[config.mk]
export PLATFORM = sky130hd
export DESIGN_NAME = interconnect_arbiter_flat
export DESIGN_NICKNAME = d
export VERILOG_FILES = /design/src/rtl/interconnect_arbiter_if.sv /design/src/rtl/interconnect_arbiter.sv /design/src/flat_wrapper.sv
export SDC_FILE = /design/constraint.sdc
export NUM_CORES = 1
export LEC_CHECK = 0
export BUFFER_PORTS_ARGS = -buffer_cell sky130_fd_sc_hd__buf_2
export CAP_MARGIN = 30
export CORE_MARGIN = 1.5
export CORE_UTILIZATION = 39
export DETAILED_ROUTE_END_ITERATION = 8
export PLACE_DENSITY = 0.76
export SYNTH_ARGS = -nofsm -noshare
export SYNTH_HDL_FRONTEND = slang
export SYNTH_SLANG_ARGS = --single-unit
[constraint.sdc]
create_clock -name clk -period 1.6 [get_ports clk]
set_input_delay 0.32 -clock clk [delete_from_list [all_inputs] [get_ports clk]]
set_output_delay 0.32 -clock clk [all_outputs]
set_load 0.02 [all_outputs]
[src/rtl/interconnect_arbiter_if.sv]
// Stream bus between N_CH requesting channels and the single arbitrated output.
interface interconnect_arbiter_if #(
  parameter int unsigned N_CH   = 4,
  parameter int unsigned DATA_W = 8
);
  localparam int unsigned CH_W = ($clog2(N_CH) > 1) ? $clog2(N_CH) : 1;

  logic [N_CH-1:0]        in_valid;
  logic [N_CH-1:0]        in_ready;
  logic [N_CH*DATA_W-1:0] in_data;
  logic [N_CH-1:0]        in_last;
  logic                   out_valid;
  logic                   out_ready;
  logic [DATA_W-1:0]      out_data;
  logic                   out_last;
  logic [CH_W-1:0]        out_ch;

  // Arbiter side
  modport slave (
    input  in_valid, in_data, in_last, out_ready,
    output in_ready, out_valid, out_data, out_last, out_ch
  );

  // Traffic source / sink side
  modport master (
    output in_valid, in_data, in_last, out_ready,
    input  in_ready, out_valid, out_data, out_last, out_ch
  );
endinterface

[src/rtl/interconnect_arbiter.sv]
// Packet-level arbiter: picks one channel per packet (round-robin or fixed
// priority), locks onto it until its last beat, and forwards beats through a
// single registered output stage.
module interconnect_arbiter #(
  parameter int unsigned N_CH   = 4,
  parameter int unsigned DATA_W = 8,
  parameter int unsigned MODE   = 0
) (
  input  logic                  clk,
  input  logic                  rst,
  interconnect_arbiter_if.slave bus,
  output logic                  busy
);
  localparam int unsigned CH_W = ($clog2(N_CH) > 1) ? $clog2(N_CH) : 1;

  typedef enum logic {
    IDLE = 1'b0,
    LOCK = 1'b1
  } state_t;

  state_t            state_q;
  logic [CH_W-1:0]   grant_q;
  logic [CH_W-1:0]   rr_ptr_q;
  logic [CH_W-1:0]   rr_ptr_d;
  logic              out_valid_q;
  logic [DATA_W-1:0] out_data_q;
  logic              out_last_q;
  logic [CH_W-1:0]   out_ch_q;
  logic              busy_q;

  logic [CH_W-1:0]   winner_c;
  logic              accept_c;
  logic              xfer_c;
  logic              grant_last_c;
  logic [DATA_W-1:0] grant_data_c;

  // Winner search: upward from rr_ptr with wrap (MODE 0) or from ch0 (MODE 1)
  always_comb begin
    logic             found;
    logic [CH_W-1:0]  idx;
    winner_c = '0;
    found    = 1'b0;
    idx      = '0;
    for (int unsigned i = 0; i < N_CH; i++) begin
      if (MODE == 0) begin
        idx = CH_W'((32'(rr_ptr_q) + i) % N_CH);
      end else begin
        idx = CH_W'(i);
      end
      if (!found && bus.in_valid[idx]) begin
        found    = 1'b1;
        winner_c = idx;
      end
    end
  end

  // Granted channel may push a beat when the output stage is empty or draining
  assign accept_c     = (state_q == LOCK) && (!out_valid_q || bus.out_ready) && !rst;
  assign xfer_c       = accept_c && bus.in_valid[grant_q];
  assign grant_last_c = bus.in_last[grant_q];
  assign grant_data_c = bus.in_data[32'(grant_q) * DATA_W +: DATA_W];

  // Pointer moves just past the channel whose packet is finishing
  assign rr_ptr_d = (grant_q == CH_W'(N_CH - 1)) ? '0 : grant_q + CH_W'(1);

  // Only the granted channel ever sees ready
  always_comb begin
    bus.in_ready = '0;
    if (accept_c) begin
      bus.in_ready[grant_q] = 1'b1;
    end
  end

  // Arbitration FSM and registered output stage
  always_ff @(posedge clk) begin
    if (rst) begin
      state_q     <= IDLE;
      grant_q     <= '0;
      rr_ptr_q    <= '0;
      busy_q      <= 1'b0;
      out_valid_q <= 1'b0;
      out_data_q  <= '0;
      out_last_q  <= 1'b0;
      out_ch_q    <= '0;
    end else begin
      case (state_q)
        IDLE: begin
          if (|bus.in_valid) begin
            grant_q <= winner_c;
            state_q <= LOCK;
            busy_q  <= 1'b1;
          end
        end
        LOCK: begin
          if (xfer_c && grant_last_c) begin
            state_q <= IDLE;
            busy_q  <= 1'b0;
            if (MODE == 0) begin
              rr_ptr_q <= rr_ptr_d;
            end
          end
        end
        default: begin
          state_q <= IDLE;
          busy_q  <= 1'b0;
        end
      endcase

      if (xfer_c) begin
        out_valid_q <= 1'b1;
        out_data_q  <= grant_data_c;
        out_last_q  <= grant_last_c;
        out_ch_q    <= grant_q;
      end else if (bus.out_ready) begin
        out_valid_q <= 1'b0;
      end
    end
  end

  assign bus.out_valid = out_valid_q;
  assign bus.out_data  = out_data_q;
  assign bus.out_last  = out_last_q;
  assign bus.out_ch    = out_ch_q;
  assign busy          = busy_q;

endmodule

[src/flat_wrapper.sv]
// flat-port wrapper written by rule: the top's interface ports become plain ports
module interconnect_arbiter_flat 
#(
  parameter int unsigned N_CH   = 4,
  parameter int unsigned DATA_W = 8,
  parameter int unsigned MODE   = 0
)
  (clk, rst, busy, bus_in_valid, bus_in_data, bus_in_last, bus_out_ready, bus_in_ready, bus_out_valid, bus_out_data, bus_out_last, bus_out_ch);
  interconnect_arbiter_if #(.N_CH(N_CH), .DATA_W(DATA_W)) bus_i ();
  input  logic clk;
  input  logic rst;
  output logic busy;
  input wire logic [$bits(bus_i.in_valid)-1:0] bus_in_valid;
  input wire logic [$bits(bus_i.in_data)-1:0] bus_in_data;
  input wire logic [$bits(bus_i.in_last)-1:0] bus_in_last;
  input wire logic [$bits(bus_i.out_ready)-1:0] bus_out_ready;
  output wire logic [$bits(bus_i.in_ready)-1:0] bus_in_ready;
  output wire logic [$bits(bus_i.out_valid)-1:0] bus_out_valid;
  output wire logic [$bits(bus_i.out_data)-1:0] bus_out_data;
  output wire logic [$bits(bus_i.out_last)-1:0] bus_out_last;
  output wire logic [$bits(bus_i.out_ch)-1:0] bus_out_ch;
  assign bus_i.in_valid = bus_in_valid;
  assign bus_i.in_data = bus_in_data;
  assign bus_i.in_last = bus_in_last;
  assign bus_i.out_ready = bus_out_ready;
  assign bus_in_ready = bus_i.in_ready;
  assign bus_out_valid = bus_i.out_valid;
  assign bus_out_data = bus_i.out_data;
  assign bus_out_last = bus_i.out_last;
  assign bus_out_ch = bus_i.out_ch;
  interconnect_arbiter #(.N_CH(N_CH), .DATA_W(DATA_W), .MODE(MODE)) u_core (.clk(clk), .rst(rst), .bus(bus_i), .busy(busy));
endmodule
== Word level (Yosys, flattened, before mapping) ==
Cells that the tools add are included.

* Register bits: 18
* Output and inout port bits: 17
* Word-level logic and storage cells: 73

* $add $sub $neg: 4
* Order comparisons: 6
* Equality and inequality tests: 3
* Shifts and indexed selects: 1
* Mux-type cells: 31
* Bitwise gates (word level): 1
* Reductions and logical operators: 19

{| class="wikitable"
|+ Operator list
! cell !! count
|-
| variable part select 32 x 6 -> 8 bit || 1
|-
| 2-to-1 mux 1 bit || 16
|-
| < comparator 2 x 3 -> 1 bit, second input constant || 5
|-
| binary-select mux 1 bit (select 2 bit) || 6
|-
| 2-to-1 mux 2 bit || 5
|-
| logical AND 1 bit || 8
|-
| AND reduction 2 bit || 3
|-
| logical NOT 1 bit || 5
|-
| adder 2 x 1 -> 2 bit, second input constant || 2
|-
| adder 2 bit, second input constant || 2
|-
| 2-to-1 mux 4 bit || 1
|-
| one-hot mux 1 bit (2 select lines) || 2
|-
| OR reduction 4 bit || 1
|-
| demux 1 bit (select 2 bit) || 1
|-
| == test 2 bit, second input constant || 1
|-
| >= comparator 2 x 1 -> 1 bit, second input constant || 1
|-
| != test 2 x 1 -> 1 bit, second input constant || 1
|-
| != test 2 bit, second input constant || 1
|-
| nonzero test 2 bit || 1
|-
| logical OR 1 bit || 1
|-
| NOT 1 bit || 1
|}

== Logic depth before layout (Yosys ltp) ==
* Depth in word-level cells: 12
* Gate-level depth with buffers: 7
* Depth with buffers taken out: 4

== Least setup slack after synthesis ==
Ideal clock, no wire load.

* Path kind: register -> register
* Start: register u_core.grant_q[0]
* End: register u_core.out_data_q[4], in the netlist u_core.bus.out_data[4]
* Library setup time: 128 ps
* Arrival time: 1,548 ps
* Required time: 1,472 ps
* Slack: -75 ps
* Stages on the path, launching flop included: 7
* Cells stage by stage: dfxtp_1 > mux4_2 > and3_1 > buf_6 > buf_6 > mux2i_1 > nor2_1

* Cells in the longest elaborated chain, start to end: 3
* Elaborated cells between the ends (all ways): 4
* Those cells by class: shift (1); mux (2); reduce/logical (1)

{| class="wikitable"
|+ RTL lines
! what !! RTL line !! RTL
|-
| start, declared || interconnect_arbiter.sv:22 || <nowiki>logic [CH_W-1:0] grant_q;</nowiki>
|-
| start signal, assigned || interconnect_arbiter.sv:89 || <nowiki>grant_q <= winner_c;</nowiki>
|-
| parallel branches: the longest is 3 deep, another holds variable part select 32 x 6 -> 8 bit || - ||
|-
| end signal, assigned || interconnect_arbiter.sv:111 || <nowiki>out_data_q <= grant_data_c;</nowiki>
|-
| end, declared || interconnect_arbiter.sv:26 || <nowiki>logic [DATA_W-1:0] out_data_q;</nowiki>
|}

Several ways; the timed one is not identified. The select of a mux whose other input is x is not followed.
A chain may end at the register's enable or synchronous reset.

== Worst setup path in the final report ==
* Start: register u_core.grant_q[0]
* End: output bus_in_ready[2]

* Cells in the longest elaborated chain, start to end: 5
* Elaborated cells between the ends (all ways): 6
* Those cells by class: order compare (2); mux (3); reduce/logical (1)

{| class="wikitable"
|+ RTL lines
! what !! RTL line !! RTL
|-
| < comparator 2 x 3 -> 1 bit (not written as such) / >= comparator 2 x 1 -> 1 bit (equally long branches) || interconnect_arbiter.sv:70 || <nowiki>bus.in_ready[grant_q] = 1'b1;</nowiki>
|-
| logical AND 1 bit (not written as such) || interconnect_arbiter.sv:70 ||
|-
| 2-to-1 mux 1 bit (not written as such) || interconnect_arbiter.sv:70 ||
|-
| demux 1 bit (select 2 bit) * || - ||
|-
| 2-to-1 mux 4 bit * || interconnect_arbiter.sv:69 || <nowiki>if (accept_c) begin</nowiki>
|-
| end, declared || flat_wrapper.sv:17 || <nowiki>output wire logic [$bits(bus_i.in_ready)-1:0] bus_in_ready;</nowiki>
|}

Mark *: on every way between the ends. The rest lies on a longest branch, timed or not.

==> out/results.tsv <==
stage	metric	value	unit
sta	worst-margin pin slew	247	ps
critical_path	RR Endpoint	u_core.rr_ptr_q[0]	
hold_path	worst min-delay path class	input pin to flip-flop	
place	Port Buffers	59	
floorplan	Core Area	2540	um2
critical_path	R2R cell count	4	
grt	total grt overflow	0	
drt	DRC	0	
layout	Layout area overhead	49.8	%
critical_path	maximum fanout along the worst path	6	
layout	Final Core Density	63.6	%
synthesis	Cell variety after synth	28	
layout	FILL cells	203	
grt	first-pass GRT wire length	5090	um
critical_path	reg2reg start	u_core.grant_q[1]	
place	GP Congestion	0.828	
sta	final number of max-transition violations	0	
drt	Initial DRT Pass Iterations	5	
run	Max-Cap Viols	0	
sta	RSZ-0062 raised after global routing	true	
synthesis	top cell type's share of synthesized area	33.4	%
sta	setup ws final	0.822	ps
critical_path	CP required	1280	ps
power_and_ir_drop	Power Dens Cells	662	nW/um2
critical_path	CP cell instances	inv_2, ha_1, and3_1, buf_4	
synthesis	cell count after synthesis	106	
critical_path	critical setup path kind	flip-flop to output pin	
synthesis	synth warn	0	
layout	fin nets	227	
synthesis	synth top area cells	dfxtp_1 (33%), mux4_2 (21%), mux2i_1 (7.4%)	
clock_tree	Clock Path Buffers	2	
power_and_ir_drop	Overall Power	0.00107	W
sta	final setup vio count	0	
synthesis	Post-Syn Nets	153	
hold_path	Hold Path Stages	3	
synthesis	largest area contributor in the netlist	dfxtp_1	
drt	Vias	1098	
grt	initial antenna violation count	0	
critical_path	Worst EP arrival	1280	ps
clock_tree	H-tree levels	1	
clock_tree	clock slew seen by the registers of the worst setup and hold paths	120	ps
floorplan	die width	55.6	um
layout	Non-Filler Instances	209	
hold_path	hold_sp	rst	
floorplan	die area	3090	um2
hold_path	Hold Path Sink	u_core.rr_ptr_q[0]	
place	Detailed Place HPWL	2250	um
sta	Tcrit/Tclk final	99.9	%
sta	clk_skew	12.5	ps
power_and_ir_drop	Pleak	0.760	nW
drt	final WL	2960	um
synthesis	Syn Std Cell Area	1080	um2
synthesis	Avg Synthesized Cell Area	10.2	um2
critical_path	Startpoint Class	flip-flop	
status	outcome	finished clean	
clock_tree	TritonCTS Buffers	3	
critical_path	r2r setup slk	10	ps
grt	vias in the first global route	1191	
clock_tree	TritonCTS sink count	18	
clock_tree	CTS tree	built	
drt	DR WL/cell	14.2	um
layout	number of diodes	0	
clock_tree	Root Buffer	clkbuf_4	
critical_path	CP max stage delay	410	ps
floorplan	# IOs	60	
drt	antenna-violating nets left	0	
grt	largest net degree at the start of global routing	19	
drt	initial drt markers	18	
critical_path	critical path's slowest cell	dfxtp_4	
power_and_ir_drop	peak supply drop	0.493	mV
sta	Max-Slew Margin vs Limit	83.5	%
floorplan	# rows	18	
floorplan	Die Height	55.6	um
clock_tree	later-pin clock latency in the skew report	310	ps
sta	f_max	625	MHz
floorplan	Starting Density	42.4	%
place	Placed Cells incl. Taps	202	
drt	DR vias/cell	5.25	
sta	Final min period	1600	ps
layout	ratio of cells with drive above 1 in the final layout	58.7	%
critical_path	Worst Setup End Kind	output pin	
synthesis	synthesis-stage register bit count	18	
sta	Final Hold Fails	0	
grt	Global Route Usage Sum	20.7	%
synthesis	post-synthesis sequential area ratio	33.4	%
place	pre-CTS WS	-10.3	ps
-- power breakdown --
part           switching (W)  internal [W]
clock network       0.000155      0.000139
registers          0.0000166      0.000469
logic               0.000132      0.000161
total               0.000303      0.000769
-- area by class of cell --
type	instances	area [um2]	area share, %
clock buffers	4	36.3	2.24
inverters	6	25.0	1.55
multi-input cells	76	696	43.0
flip-flops and latches	18	372	23.0
well taps	30	37.5	2.32
repair buffers	75	452	27.9
-- how the worst max path moves through the flow --
| stage | from | to | slack, ps | depth (start not counted) |
|---|---|---|---|---|
| 5_1_grt | u_core.state_q | bus_in_ready[2] | -50 | 4 |
| 6_report | u_core.grant_q[0] | bus_in_ready[2] | 0.8 | 4 |
| 3_3_place_gp | bus_in_valid[3] | u_core.bus.out_data[7] | 40 | 6 |
| 3_5_place_dp | bus_in_valid[3] | u_core.bus.out_data[3] | -10 | 6 |
| 2_1_floorplan | u_core.grant_q[0] | u_core.bus.out_data[4] | 10 | 6 |
| 4_1_cts | u_core.grant_q[1] | bus_in_ready[0] | -4 | 5 |
-- worst max-delay path, delay by kind of cell (launching register included) --
| kind | cells | cell delay (ps) |
|---|---|---|
| simple gates | 1 | 150 |
| buf+inv | 2 | 220 |
| fa+ha+maj | 1 | 200 |
| flops | 1 | 410 |
-- kinds of logic after synthesis --
family	share of synthesized area, %
mux	29.3
buf+inv	5.68
simple gates	16.5
compound gates	10.5
fa+ha+maj	4.64
flops	33.4
-- Yosys cell counts (all sizes together) --
library cell	number
a2111o	1
a21o	2
a21oi	5
and3	5
buf	3
clkbuf	3
dfxtp	18
ha	4
inv	6
mux2	1
mux2i	8
mux4	10
nand2	7
nand2b	4
nor2	12
nor2b	3
nor3	2
nor4	1
o211ai	1
o21ai	5
o21bai	1
o22ai	1
o32ai	1
or2b	1
or4	1
-- sequential cells by signal, summed over array words and instances, names as in the netlist --
signal                count
u_core.grant_q            2
u_core.bus.out_valid      1
u_core.bus.out_data       8
u_core.state_q            1
u_core.busy               1
u_core.bus.out_ch         2
u_core.rr_ptr_q           2
u_core.bus.out_last       1
-- timing repair --
item,4_1_cts,5_1_grt
pin swaps,0,0
cloned,0,0
hold buffers,0,0
resized for setup,17,10
buffers inserted,3,1
endpoints found under the setup margin,5,14
-- metrics by stage --
stage,hold slack (ps),TNS [ps],area [um2]
after floorplan,477,0,1080
after global placement,451,0,1490
after detailed placement,461,-28.8,1490
after CTS,440,-5.52,1600
after global routing,452,-153,1620
final,428,0,1620
-- metal layers --
| metal | track usage [%] | part of all wire (%) | vias to the layer above |
|---|---|---|---|
| met5 | 0 | 0 | - |
| met4 | 11.8 | 2.9 | 0 |
| met3 | 4.42 | 4.8 | 10 |
| li1 | - | - | 531 |
| met1 | 22.4 | 37 | 521 |
| met2 | 37.1 | 55 | 36 |
-- cell usage in the layout, fill, tap and decap left out, types with 2 or more instances in the layout --
master | synthesis | routed
buf_2 | 1 | 55
a21o_1 | 2 | 2
nor3_1 | 2 | 2
o21ai_1 | 2 | 2
buf_4 | 0 | 14
nand2_1 | 7 | 7
ha_2 | 0 | 2
nor2b_1 | 3 | 2
mux2i_1 | 8 | 7
dfxtp_4 | 0 | 3
and3_4 | 0 | 3
mux4_2 | 10 | 10
nor2_1 | 12 | 11
ha_1 | 4 | 2
o21ai_0 | 3 | 3
a21oi_1 | 5 | 4
nand2b_1 | 4 | 4
inv_1 | 5 | 4
dfxtp_1 | 18 | 15
clkbuf_4 | 0 | 3
and3_1 | 5 | 2
buf_6 | 2 | 5
No activity file was read; power rests on OpenSTA's default activity.
